==> src/rtl/fetch_stage.sv <==
// Instruction fetch stage: owns the PC, issues single-outstanding imem reads and queues returns for IF/ID.
// Optional feature macro FETCH_PERF_EN adds saturating perf_fetched / perf_stall counters.
module fetch_stage #(
    parameter logic [15:0] RESET_PC = 16'h0000,
    parameter int          QDEPTH   = 2
) (
    input  logic        clock,
    input  logic        reset,
    input  logic        exec,
    input  logic        is_halt_commanded,
    input  logic        stall,
    input  logic        redirect,
    input  logic [15:0] redirect_pc,
    output logic        imem_req,
    output logic [15:0] imem_addr,
    input  logic        imem_ack,
    input  logic [15:0] imem_rdata,
    output logic [15:0] odata_instr,
    output logic [15:0] odata_pc,
    output logic        oflag_valid,
    output logic        ohalted
`ifdef FETCH_PERF_EN
    ,
    output logic [15:0] perf_fetched,
    output logic [15:0] perf_stall
`endif
);

    localparam int            PW        = $clog2(QDEPTH);
    localparam logic [PW:0]   CNT_ZERO  = (PW+1)'(0);
    localparam logic [PW:0]   CNT_FULL  = (PW+1)'(QDEPTH);
    localparam logic [PW-1:0] PTR_ZERO  = PW'(0);
    localparam logic [PW-1:0] PTR_ONE   = PW'(1);

    typedef enum logic [1:0] {
        ST_RUN  = 2'd0,
        ST_HALT = 2'd1,
        ST_DROP = 2'd2
    } state_e;

    state_e        state_q, state_d;
    logic          resume_halt_q, resume_halt_d;
    logic          halt_base_s;
    logic [15:0]   pc_q, pc_d;
    logic [15:0]   addr_q, addr_d;
    logic          req_q, req_d;
    logic [15:0]   instr_mem_q [QDEPTH];
    logic [15:0]   pc_mem_q    [QDEPTH];
    logic [PW-1:0] rd_ptr_q, wr_ptr_q;
    logic [PW:0]   count_q, count_d;
    logic          ack_s, push_s, pop_s, issue_s;

    // An ack only counts against a request we are actually holding.
    assign ack_s = imem_ack & req_q;

    // Run/halt/drop state register.
    always_ff @(posedge clock or negedge reset) begin
        if (!reset) begin
            state_q       <= ST_RUN;
            resume_halt_q <= 1'b0;
        end else begin
            state_q       <= state_d;
            resume_halt_q <= resume_halt_d;
        end
    end

    // Next state: resolve halt/exec against the run/halt state we will return to, then apply drop.
    always_comb begin
        halt_base_s = (state_q == ST_DROP) ? resume_halt_q : (state_q == ST_HALT);
        if (is_halt_commanded) begin
            resume_halt_d = 1'b1;
        end else if (exec) begin
            resume_halt_d = ~halt_base_s;
        end else begin
            resume_halt_d = halt_base_s;
        end
        case (state_q)
            ST_DROP: state_d = ack_s ? (resume_halt_d ? ST_HALT : ST_RUN) : ST_DROP;
            ST_RUN, ST_HALT: begin
                if (redirect && req_q && !ack_s) begin
                    state_d = ST_DROP;
                end else begin
                    state_d = resume_halt_d ? ST_HALT : ST_RUN;
                end
            end
            default: state_d = ST_RUN;
        endcase
    end

    // Fetch datapath next values; issue decision uses post-edge state and occupancy.
    always_comb begin
        push_s  = ack_s && (state_q != ST_DROP) && !redirect;
        pop_s   = (count_q != CNT_ZERO) && !stall && !redirect;
        if (redirect) begin
            count_d = CNT_ZERO;
        end else begin
            count_d = count_q + (PW+1)'(push_s) - (PW+1)'(pop_s);
        end
        issue_s = !redirect && (state_d == ST_RUN) && (!req_q || ack_s) && (count_d < CNT_FULL);
        req_d   = issue_s | (req_q & ~ack_s);
        addr_d  = issue_s ? pc_q : addr_q;
        if (redirect) begin
            pc_d = redirect_pc;
        end else if (issue_s) begin
            pc_d = pc_q + 16'h0001;
        end else begin
            pc_d = pc_q;
        end
    end

    // PC, request and prefetch queue storage.
    always_ff @(posedge clock or negedge reset) begin
        if (!reset) begin
            pc_q     <= RESET_PC;
            addr_q   <= RESET_PC;
            req_q    <= 1'b0;
            rd_ptr_q <= PTR_ZERO;
            wr_ptr_q <= PTR_ZERO;
            count_q  <= CNT_ZERO;
            for (int i = 0; i < QDEPTH; i++) begin
                instr_mem_q[i] <= 16'h0000;
                pc_mem_q[i]    <= 16'h0000;
            end
        end else begin
            pc_q    <= pc_d;
            addr_q  <= addr_d;
            req_q   <= req_d;
            count_q <= count_d;
            if (redirect) begin
                rd_ptr_q <= PTR_ZERO;
                wr_ptr_q <= PTR_ZERO;
            end else begin
                if (push_s) begin
                    instr_mem_q[wr_ptr_q] <= imem_rdata;
                    pc_mem_q[wr_ptr_q]    <= addr_q;
                    wr_ptr_q              <= wr_ptr_q + PTR_ONE;
                end
                if (pop_s) begin
                    rd_ptr_q <= rd_ptr_q + PTR_ONE;
                end
            end
        end
    end

    // Outputs decoded straight from registers.
    always_comb begin
        oflag_valid = (count_q != CNT_ZERO);
        if (oflag_valid) begin
            odata_instr = instr_mem_q[rd_ptr_q];
            odata_pc    = pc_mem_q[rd_ptr_q];
        end else begin
            odata_instr = 16'h0000;
            odata_pc    = 16'h0000;
        end
        ohalted   = (state_q == ST_HALT);
        imem_req  = req_q;
        imem_addr = addr_q;
    end

`ifdef FETCH_PERF_EN
    logic [15:0] perf_fetched_q, perf_stall_q;

    // Saturating counters of accepted words and stalled-valid cycles.
    always_ff @(posedge clock or negedge reset) begin
        if (!reset) begin
            perf_fetched_q <= 16'h0000;
            perf_stall_q   <= 16'h0000;
        end else begin
            if (push_s && (perf_fetched_q != 16'hFFFF)) begin
                perf_fetched_q <= perf_fetched_q + 16'h0001;
            end
            if (stall && (count_q != CNT_ZERO) && (perf_stall_q != 16'hFFFF)) begin
                perf_stall_q <= perf_stall_q + 16'h0001;
            end
        end
    end

    assign perf_fetched = perf_fetched_q;
    assign perf_stall   = perf_stall_q;
`endif

endmodule

==> config.mk <==
export PLATFORM = sky130hd
export DESIGN_NAME = fetch_stage
export DESIGN_NICKNAME = d
export VERILOG_FILES = /design/src/rtl/fetch_stage.sv
export SDC_FILE = /design/constraint.sdc
export NUM_CORES = 1
export LEC_CHECK = 0
export CAP_MARGIN = 40
export CELL_PAD_IN_SITES_DETAIL_PLACEMENT = 1
export CELL_PAD_IN_SITES_GLOBAL_PLACEMENT = 2
export CORE_ASPECT_RATIO = 0.9
export CORE_MARGIN = 2
export CORE_UTILIZATION = 35
export DETAILED_ROUTE_END_ITERATION = 7
export GPL_TIMING_DRIVEN = 1
export PLACE_DENSITY_LB_ADDON = 0.1
export SYNTH_ARGS = -nofsm -noshare
export SYNTH_HDL_FRONTEND = slang
export SYNTH_SLANG_ARGS = --single-unit
==> constraint.sdc <==
create_clock -name clock -period 3.1 [get_ports clock]
set_clock_uncertainty 0.2 [all_clocks]
set_input_delay 0.62 -clock clock [delete_from_list [all_inputs] [get_ports clock]]
set_output_delay 0.62 -clock clock [all_outputs]
set_load 0.1 [all_outputs]
# == Word-level counts from Yosys, hierarchy flattened ==
# Index checks and enable logic that the tools add are counted.
# word_totals
regBits,104
inputBits,39
output_inout_bits,51
# op_classes
addsub,5
n_lt_le_gt_ge,4
n_eq_ne,3
mux,26
bitwise_logic,8
n_reduce_logical,23
# op_table
op,n
$mux W16,11
$bwmux W32,2
$add A16 B1 Y16 const B,1
$demux W16 S1,1
$logic_and A1 B1 Y1,10
$mux W1,8
$reduce_bool A2 Y1,4
$mux W2,3
$ge A2 B2 Y1 const B,2
$logic_not A1 Y1,4
$logic_not A2 Y1,2
$not A1 Y2,2
$pmux W2 S2,1
$not A1 Y1,3
$add A1 B1 Y1 const B,2
$add A2 B1 Y2,1
$and A1 B1 Y1,2
$eq A2 B1 Y1 const B,1
$eq A2 B2 Y1 const B,1
$lt A2 B1 Y1 const B,1
$lt A2 B2 Y1 const B,1
$ne A2 B2 Y1 const B,1
$reduce_and A2 Y1,1
$reduce_or A2 Y1,1
other kinds (3),3

# == Logic depth before layout (Yosys ltp) ==
# depth
word_depth,14
mapped_depth,12

# == Least setup slack after synthesis ==
# OpenSTA, ideal clock, no wires.
# synth_timing
path_kind,flip-flop to flip-flop
start,reg state_q[1]
end,reg addr_q[10] (netlist: imem_addr[10])
setup_ps,126
t_arrival_ps,3264
required_time_ps,2774
path_slack_ps,-489
stages_incl_launch_ff,8
path_buffers,1
cell_sequence,dfrtp_1 > nor2b_1 > o21ai_0 > nand3_2 > inv_2 > nor3_4 > buf_6 > mux2_2
# synth_via
elab_chain_cells,12
# synth_lines
item,line_no,rtl
from (decl),41,"state_e state_q, state_d;"
from (signal assigned),62,state_q <= state_d;
$eq A2 B1 Y1 *,--,
named net ohalted,21,output logic ohalted
$mux W1,69,halt_base_s = (state_q == ST_DROP) ? resume_halt_q : (state_q == ST_HALT);
$not A1 Y1,73,resume_halt_d = ~halt_base_s;
$mux W1,72,end else if (exec) begin
$mux W1,70,if (is_halt_commanded) begin
$mux W1,"78, 83",
$mux W2 (on tied branches),"80, 78",
$pmux W2 S2 *,77,case (state_q)
$logic_not A2 Y1 *,99,issue_s = !redirect && (state_d == ST_RUN) && (!req_q || ack_s) && (count_d < CNT_FULL);
$logic_and A1 B1 Y1 * (3 in a row),99,
to (signal assigned),126,addr_q <= addr_d;
to (decl),45,"logic [15:0] addr_q, addr_d;"
# Mark *: on every way through the listed nets, which the timed path passes. The rest lies on a longest branch.
# A chain may end at the register's enable or synchronous reset.

# == Worst setup path after layout ==
# layout_timing
start,in imem_ack
end,reg pc_q[10]
# layout_via
elab_chain_cells,10
# layout_lines
item,line_no,rtl
from (decl),16,"input logic imem_ack,"
$and A1 B1 Y1 *,54,assign ack_s = imem_ack & req_q;
"parallel branches: the longest is 7 deep, another holds $add A2 B1 Y2",--,
$logic_and A1 B1 Y1 *,99,
$reduce_bool A2 Y1 (no source line) *,--,
to (signal assigned),125,pc_q <= pc_d;
to (decl),44,"logic [15:0] pc_q, pc_d;"
# Mark *: on every way between the ends.

==> run_results.csv <==
group,metric,value,unit
routing,dr_total_vias,3470,
finish,mostFrequentLayoutCells,"102 x dfrtp_1, 80 x mux2_2, 65 x buf_4",
sta,period_minus_slack,2960,ps
die,io_pins,90,
routing,via_per_inst,5.20,
synthesis,synth.mux.area_fraction,25.2,%
synthesis,synth-simple-area-share,11.4,%
synthesis,synth_cells,399,
finish,mostFrequentLayoutCell,"dfrtp_1",
global_routing,antenna_found_initial,0,
synthesis,synth_cell_types,39,
global_routing,grt_use_total,18.1,%
sta,fin_ws,144,ps
cts,clkTransAtPathRegs,70,ps
cts,numCtsBuffers,9,
die,fp-row-count,40,
setup_path,regToRegEndpoint,"pc_q[10]",
routing,post_drt_wl_per_cell,18.4,um
sta,fmax,338,MHz
routing,wl,12.3,mm
power,cellLeakagePower,0.00267,uW
cts,clock_sinks,104,
synthesis,ys_seq_elements,104,
sta,final-setup-viol-count,0,
synthesis,synth-adder-area-share,0.775,%
finish,layout-drive-gt1-share,41.7,%
cts,root_buffer,"clkbuf_16",
placement,gp_congestion,0.741,
sta,fin_setup_tns,0,ps
setup_path,critPathKind,"in2reg",
finish,final_nets,537,
die,core-area,13400,sq um
sta,rsz0062_at_grt,"false",
status,status,"complete, no violations",
die,dieArea,14800,sq um
cts,clockBufferDepth,2,
setup_path,crit_start,"imem_ack",
synthesis,synth_xor_xnor_area_share,0.826,%
run,maxCapViolations,0,
die,die_y,116,um
synthesis,ys_seq_area_share,53.7,%
setup_path,cp_max_fo,7,
global_routing,grt_max_degree,42,
setup_path,start_kind,"input pin",
routing,drtAntennaViolNets,0,
setup_path,r2r_slack,290,ps
setup_path,endpoint_kind,"register",
setup_path,r2r_start,"state_q[1]",
power,pwr_density_cell,1110,nW/um^2
sta,hold_violations,0,
finish,fill_cells,1400,
setup_path,required,3170,ps
synthesis,synth.cell_area,4850,sq um
routing,firstDrtPassIters,4,
cts,holdBufCountCts,0,
sta,period_share,95.4,%
finish,num_antenna_cells,0,
setup_path,endpoint,"pc_q[10]",
global_routing,grt_pass1_wl,20.8,mm
finish,area.growth.synth_to_final,31.3,%
power,power,7050,uW
power,ir_worst_vdd,671,uV
synthesis,syn_avg_cell_area,12.1,sq um
synthesis,synth-compound-area-share,5.47,%
sta,slew_headroom,60.7,%
cts,clock_latency,350,ps
placement,io_buffer_count,89,
die,fp.dieW,128,um
synthesis,synth_nets,441,
setup_path,r2r_cells,10,
routing,drt_iter0_markers,121,
placement,pre_cts_slack,-477,ps
cts,cts_tree,"done",
sta,worst_hold_slack,60.3,ps
cts,htree_levels,3,
synthesis,synth_top_family_by_area,"multiplexers",
global_routing,overflow,0,
sta,drv_slew,0,
die,initial_core_util,36.1,%
placement,dpl.hpwl,8.25,mm
cts,cts_setup_buffers,0,
sta,worstMarginPinSlew,590,ps
synthesis,yosys_warnings,0,
global_routing,first_global_vias,3853,
routing,drcViolationCount,0,
min_path,min-delay-path-class,"in2async",
setup_path,arrival,3030,ps
layer usage:
metal / wire length (um) / GRT usage (%) / share of wire [%]
met1: 5690 / 24.0 / 46
met4: 113 / 4.62 / 0.92
met5: 0 / 0 / 0
met2: 6050 / 30.2 / 49
met3: 411 / 4.34 / 3.4
worst min path at each step:
stage / depth (start not counted) / slack [ps] / to
after floorplan: 0 / 120 / count_q[0]
after global placement: 1 / 290 / instr_mem_q[28]
after detailed placement: 1 / 300 / pc_mem_q[24]
after CTS: 1 / 80 / pc_q[5]
after global routing: 1 / 90 / pc_q[3]
final: 1 / 60 / imem_addr[0]
critical path, stage by stage:
cell,delay (ps)
clkdlybuf4s50_1,470
nand4_1,120
ha_1,300
inv_1,40
ha_1,180
xnor3_2,320
o221a_4,270
nand3_1,120
or4_1,410
a31oi_1,170
cell type report:
class	instances	area, sq um	area share, %
inverter	5	21.3	0.334
clock inverter	3	65.1	1.02
sequential	104	2610	41.0
tap	168	210	3.30
multi-input combinational	268	2250	35.3
clock buffer	12	256	4.03
timing repair buffer	107	952	15.0
what timing repair did:
action | in CTS | in global routing
endpoints found under the setup margin | 9 | 31
hold endpoints to repair | 0 | 0
gates resized for setup | 2 | 2
pin swaps | 1 | 2
gates cloned | 1 | 0
sequential cells by signal, indices dropped and copies added (netlist names):
signal / count
pc_mem_q: 32
imem_addr: 16
pc_q: 16
imem_req: 1
wr_ptr_q: 1
resume_halt_q: 1
instr_mem_q: 32
count_q: 2
rd_ptr_q: 1
state_q: 2
where the power goes:
part,total [uW],switching [uW],internal (uW)
Sequential,2310,405,1910
Combinational,3500,2390,1110
Clock,1240,490,747
synth_stat cells (all sizes together):
| master | instances | area share, % |
|---|---|---|
| nand2b | 3 | 0.39 |
| xnor3 | 1 | 0.46 |
| ha | 3 | 0.77 |
| a2bb2oi | 2 | 0.36 |
| nand3 | 8 | 0.93 |
| and3b | 1 | 0.18 |
| inv | 5 | 0.39 |
| nor2b | 3 | 0.39 |
| nand2 | 6 | 0.46 |
| xnor2 | 2 | 0.36 |
| nor3 | 2 | 0.44 |
| o31ai | 3 | 0.46 |
| clkbuf | 13 | 1.0 |
| dfrtp | 104 | 54 |
| and4 | 1 | 0.18 |
| o21ai | 14 | 1.4 |
| or4 | 5 | 0.85 |
| nand4 | 11 | 1.4 |
| a31oi | 13 | 1.7 |
| mux2i | 32 | 6.6 |
| o221a | 1 | 0.23 |
| a21oi | 2 | 0.21 |
| and3 | 5 | 0.65 |
| and2 | 2 | 0.26 |
| o21a | 1 | 0.15 |
| o221ai | 1 | 0.31 |
| o22ai | 1 | 0.13 |
| nor2 | 50 | 3.9 |
| buf | 10 | 1.2 |
| or3 | 11 | 1.4 |
| o211ai | 2 | 0.31 |
| mux2 | 80 | 19 |
| a311oi | 1 | 0.18 |
per-stage QoR:
stage                     util, %  cells  area, sq um
after detailed placement     44.8    651         6010
after global routing         47.4    667         6360
after CTS                    47.4    667         6350
after floorplan                 -    399         4950
after global placement       44.8    651         6010
final                        47.4    667         6360
logic make-up after synthesis:
logic type               after synthesis
XOR/XNOR                               3
adder cells (fa/ha/maj)                3
AO/OA/AOI/OAI                         41
flip-flops                           104
AND/OR/NAND/NOR                      108
buffers and inverters                 28
multiplexers                         112
Note: power is estimated with default switching activity, not from simulation.
